===== src/rtl/mux_4x1_pkg.sv =====
// Shared definitions for the 4:1 operand/result selector.
// Holds the default data width and the select encoding.
package mux_4x1_pkg;

    localparam int MUX_WIDTH_DEFAULT = 32;

    typedef enum logic [1:0] {
        SEL_F0 = 2'd0,
        SEL_F1 = 2'd1,
        SEL_F2 = 2'd2,
        SEL_F3 = 2'd3
    } sel_e;

endpackage : mux_4x1_pkg


===== src/rtl/mux_4x1_comb.sv =====
// Purely combinational one-of-four word selector.
// An unknown select propagates as X instead of being masked to a fixed input.
module mux_4x1_comb
    import mux_4x1_pkg::*;
#(
    parameter int WIDTH = MUX_WIDTH_DEFAULT
) (
    input  logic [WIDTH-1:0] f0,
    input  logic [WIDTH-1:0] f1,
    input  logic [WIDTH-1:0] f2,
    input  logic [WIDTH-1:0] f3,
    input  logic [1:0]       s,
    output logic [WIDTH-1:0] y
);

    sel_e w_sel;

    assign w_sel = sel_e'(s);

    // Conditional operators rather than a case statement so an X select yields X.
    assign y = (w_sel == SEL_F0) ? f0 :
               (w_sel == SEL_F1) ? f1 :
               (w_sel == SEL_F2) ? f2 : f3;

endmodule : mux_4x1_comb


===== src/rtl/mux_4x1.sv =====
// 4:1 selector with a combinational output and an enable-gated pipeline register
// that captures the selected word together with its select value.
module mux_4x1
    import mux_4x1_pkg::*;
#(
    parameter int WIDTH = MUX_WIDTH_DEFAULT
) (
    input  logic             clk,
    input  logic             rst,
    input  logic [WIDTH-1:0] f0,
    input  logic [WIDTH-1:0] f1,
    input  logic [WIDTH-1:0] f2,
    input  logic [WIDTH-1:0] f3,
    input  logic [1:0]       s,
    input  logic             en,
    output logic [WIDTH-1:0] y,
    output logic [WIDTH-1:0] y_q,
    output logic [1:0]       s_q
);

    logic [WIDTH-1:0] w_y;
    logic [WIDTH-1:0] r_y_q;
    logic [1:0]       r_s_q;

    mux_4x1_comb #(
        .WIDTH (WIDTH)
    ) u_comb (
        .f0 (f0),
        .f1 (f1),
        .f2 (f2),
        .f3 (f3),
        .s  (s),
        .y  (w_y)
    );

    // Reset wins over enable so a reset inside an enable burst still clears.
    always_ff @(posedge clk) begin
        if (rst) begin
            r_y_q <= '0;
            r_s_q <= '0;
        end else if (en) begin
            r_y_q <= w_y;
            r_s_q <= s;
        end
    end

    assign y   = w_y;
    assign y_q = r_y_q;
    assign s_q = r_s_q;

endmodule : mux_4x1


===== config.mk =====
export PLATFORM = sky130hd
export DESIGN_NAME = mux_4x1
export DESIGN_NICKNAME = d
export VERILOG_FILES = /design/src/rtl/mux_4x1_pkg.sv /design/src/rtl/mux_4x1_comb.sv /design/src/rtl/mux_4x1.sv
export SDC_FILE = /design/constraint.sdc
export NUM_CORES = 1
export LEC_CHECK = 0
export ABC_CLOCK_PERIOD_IN_PS = 2600
export BUFFER_PORTS_ARGS = -buffer_cell sky130_fd_sc_hd__buf_2
export CAP_MARGIN = 20
export CELL_PAD_IN_SITES_DETAIL_PLACEMENT = 0
export CELL_PAD_IN_SITES_GLOBAL_PLACEMENT = 2
export CORE_MARGIN = 2
export CORE_UTILIZATION = 23
export CTS_BUF_LIST = sky130_fd_sc_hd__clkbuf_16
export DETAILED_ROUTE_END_ITERATION = 6
export GPL_ROUTABILITY_DRIVEN = 0
export PLACE_DENSITY = 0.95
export SLEW_MARGIN = 20
export SYNTH_ARGS = -nofsm -noshare
export SYNTH_HDL_FRONTEND = slang
export SYNTH_SLANG_ARGS = --single-unit

===== constraint.sdc =====
create_clock -name clk -period 2.6 [get_ports clk]
set_input_delay 0.26 -clock clk [delete_from_list [all_inputs] [get_ports clk]]
set_output_delay 0.26 -clock clk [all_outputs]
set_load 0.01 [all_outputs]

Word level (Yosys, flattened, before mapping)
Cells that the tools add are included.
{ "totals": {"latchBits": 0, "reg_bits": 34, "mem_count": 0, "rom_bits": 0, "ramBits": 0} }
{ "op_classes": {"n_bitwise": 0, "shift": 0, "n_mux": 3, "eq_ne": 2, "reduce_logical": 1, "n_mul": 0, "n_lt_le_gt_ge": 0, "n_addsub": 0, "div": 0} }
{ "ops": {"columns": ["cell", "count"], "rows": [
  ["two-way mux 32 bit", 3],
  ["== test 2 x 1 -> 1 bit (second input constant)", 1],
  ["== test 2 bit (second input constant)", 1],
  ["zero test 2 bit", 1]
]} }

Logic depth before layout (Yosys ltp)
{ "logic_depth": {"ltp_word": 4, "mapped_depth": 5, "ltp_nobuf": 2} }

Modules after synthesis
A second synthesis with hierarchy kept.
{ "hier_totals": {"cells_unflattened": 149, "area_unflattened_um2": 2053.2} }
{ "by_module_without_submodules": {"columns": ["mod", "cells_per_inst", "instances", "area_each_um2", "seq_area_each_um2"], "rows": [
  ["mux_4x1", 110, 1, 1238.7, 680.7],
  ["mux_4x1_comb", 39, 1, 814.5, 0.0]
]} }

Worst setup path before layout
Ideal clock, no wire load.
{ "synth_path": {"kind": "in2reg", "start": "input en", "end": "register r_y_q[0], in the netlist y_q[0]", "t_required_ns": 2.518, "slack_ns": 1.361, "path_stages": 4, "setup_ns": 0.082, "t_arrival_ns": 1.157, "n_path_buf": 2, "cell_sequence": "buf_6 -> dlygate4sd1_1 -> or3b_2 -> o221ai_1"} }
{ "synth_rtl": {"columns": ["item", "line", "text"], "rows": [
  ["start: declaration", "mux_4x1.sv:15", "input logic en,"],
  ["end signal: assignment", "mux_4x1.sv:42", "r_y_q <= w_y;"],
  ["end: declaration", "mux_4x1.sv:22", "logic [WIDTH-1:0] r_y_q;"]
]} }

Worst setup path in the final report
{ "layout_path": {"start": "input s[0]", "end": "output y[27]"} }
{ "layout_via": {"elab_chain_len": 4} }
{ "layout_rtl": {"columns": ["item", "line", "text"], "rows": [
  ["start: declaration", "mux_4x1.sv:14", "input logic [1:0] s,"],
  ["== test 2 bit", "mux_4x1_comb.sv:23", "(w_sel == SEL_F2) ? f2 : f3;"],
  ["two-way mux 32 bit", "mux_4x1_comb.sv:23", null],
  ["two-way mux 32 bit", "mux_4x1_comb.sv:22", "(w_sel == SEL_F1) ? f1 :"],
  ["two-way mux 32 bit *", "mux_4x1_comb.sv:21", "assign y = (w_sel == SEL_F0) ? f0 :"],
  ["end: declaration", "mux_4x1.sv:16", "output logic [WIDTH-1:0] y,"]
]} }
Every way passes the cells marked *; elsewhere a longest branch is shown, timed or not.

==> results.py <==
metrics = {
    "status": {
        "status": "finished, final reports clean",
    },
    "final_layout": {
        "area_growth_pct": 45.15,
        "diodes": 0,
        "final_util_pct": 33.80,
        "layout-drive-gt1-share_pct": 58.84,
        "nNetsFinal": 546,
    },
    "sta": {
        "whs_ps": 301.5,
        "finalWorstSetupSlack_ps": 835.2,
        "finalClockSkew_ps": 0,
        "finalHoldViolations": 0,
        "rsz0062_at_grt": "no",
        "report.final.slew_viol_count": 0,
        "timing.fmax_ghz": 0.5666,
        "finalCritPeriodShare_pct": 67.88,
        "slew_headroom_pct": 52.88,
        "fin_crit_ps": 1765,
        "fin_tns_setup_ps": 0,
        "tightestPinTransition_ps": 706.8,
        "setup_viol": 0,
    },
    "cts": {
        "postCtsSetupBuffers": 0,
        "cts_max_path_buffers": 2,
        "cts_tree": "done",
        "clkSlewWorstSetupHoldPaths_ps": 50,
        "clockRootBuffer": "clkbuf_16",
        "numCtsBuffers": 5,
        "clock_latency_ps": 270,
        "cts_hold_buf": 0,
        "cts.sinks": 34,
        "htree_levels": 2,
        "cts_resized": 0,
    },
    "synthesis": {
        "ys.warnings.count": 0,
        "synth_area_leader_cell": "mux2i_1",
        "synth-seq-cells": 34,
        "yosysTopAreaCellShare_pct": 39.20,
        "synth_fp_nets": 358,
        "synth_seq_area_share_pct": 27.20,
        "netlist-cell-type-count": 12,
        "netlist_top_cells_area": "mux2i_1 (39%), dfxtp_1 (27%), o221ai_1 (11%)",
        "syn_area_sq_um": 2502,
        "netlist_instances": 225,
        "avgSynthCellArea_sq_um": 11.12,
    },
    "place": {
        "post-place-ws_ps": 816.2,
        "port_buffers": 198,
        "dp.final_hpwl_microns": 6284,
    },
    "floorplan": {
        "rows": 38,
        "die_w_microns": 108.3,
        "core_sq_um": 10750,
        "dieArea_sq_um": 11730,
        "io_pins": 199,
        "start_util_pct": 23.29,
        "die_h_microns": 108.3,
    },
    "worst_setup_path": {
        "cp-start-kind": "input port",
        "ff2ff_path_depth": 2,
        "r2r_start": "y_q[21]",
        "required_ps": 2340,
        "arrival_ps": 1500,
        "rrSetupSlack_ps": 1640,
        "crit_start": "s[0]",
        "crit_path_end": "y[27]",
        "cp-end-kind": "output port",
        "worstSetupPathType": "input port to output port",
        "r2r-end": "y_q[21]",
        "critPathMaxFanout": 27,
    },
    "grt": {
        "grt_overflow": 0,
        "grt_pass1_vias": 2469,
        "grt_start_max_net_pins": 37,
        "grt_antenna_before_repair": 0,
        "grt_usage_pct": 12.83,
        "grt_pass1_wl_microns": 12120,
    },
    "routing": {
        "ant_nets": 0,
        "num_vias": 2532,
        "wl_microns": 7959,
        "wl_per_cell_microns": 14.39,
        "viasPerCell": 4.579,
        "drc_errors": 0,
        "drt_iter0_drc": 64,
        "first_pass_iters": 4,
    },
    "power_and_ir_drop": {
        "p_per_area_nw_per_um2": 444.0,
        "finalPower_mw": 1.613,
        "p_leak_nw": 1.936,
        "peakVddDrop_mv": 0.2103,
    },
    "hold_path": {
        "hp-class": "input port to flip-flop",
    },
    "run": {
        "maxCapViolCount": 0,
    },
}
-- cell families (layout without fill, tap and decap cells) --
kind of cell / Yosys count / in the layout / synth area share, %
mux: 98 / 98 / 39.20
flops: 34 / 34 / 27.20
simple gates: 36 / 36 / 12.15
compound gates: 32 / 32 / 11.20
buf+inv: 25 / 213 / 10.25
-- worst min-delay path by stage --
stage | startpoint | endpoint | slack [ps] | cells past startpoint
6_report | f2[18] | y_q[18] | 300 | 3
5_1_grt | f3[24] | y_q[24] | 330 | 3
3_5_place_dp | s_q[1] | s_q[1] | 480 | 2
4_1_cts | f2[22] | y_q[22] | 300 | 3
3_3_place_gp | s_q[1] | s_q[1] | 490 | 2
2_1_floorplan | f2[17] | y_q[17] | 480 | 2
-- worst max-delay path, stage by stage --
cell,delay [ps]
buf_4,360
buf_12,260
mux2i_1,310
mux2i_1,110
buf_2,170
-- where the power goes --
group          total [mW]  switching (mW)  internal (mW)
sequential          0.581          0.0178          0.563
clock               0.534           0.192          0.341
combinational       0.498           0.248          0.250
-- final cells by class --
| cell class | instances | area (sq um) |
|---|---|---|
| clock buffers | 5 | 125.1 |
| clock inverters | 2 | 7.507 |
| fillers | 1152 | 7113 |
| multi-input cells | 166 | 1565 |
| flip-flops and latches | 34 | 680.7 |
| well taps | 140 | 175.2 |
| repair buffers | 206 | 1079 |
-- per-layer routing --
layer  routed length, microns  track usage [%]  vias to the layer above
met5                        0                0                        -
met4                       97            3.938                        0
met3                      554            3.014                        8
met2                     4129            23.36                       90
met1                     3178            14.81                     1171
li1                         -                -                     1263
-- synth_stat cells --
cell type and number:
or3b_2 32, mux2i_1 98, o221ai_1 32, dfxtp_1 34, or3b_1 1, dlygate4sd1_1 3, buf_8 5, nand3b_1 1
buf_12 3, nor2_1 2, buf_2 10, buf_6 4
-- layout by cell type, fill, tap and decap left out --
cell type,netlist,layout
nor2_1,2,2
buf_2,10,197
o221ai_1,32,32
buf_4,0,7
buf_12,3,2
mux2i_1,98,98
or3b_2,32,32
dfxtp_1,34,34
or3b_1,1,1
nand3b_1,1,1
inv_1,0,2
clkbuf_16,0,5
-- through the flow --
stage / instances / instance area (sq um)
final: 553 / 3632
after detailed placement: 546 / 3500
after global placement: 546 / 3500
after CTS: 553 / 3632
after floorplan: 225 / 2502
after global routing: 553 / 3632
-- state kept, by name (all words and copies together), names as in the netlist --
signal	count
s_q	2
y_q	32
Power figures use the tool's default switching activity.
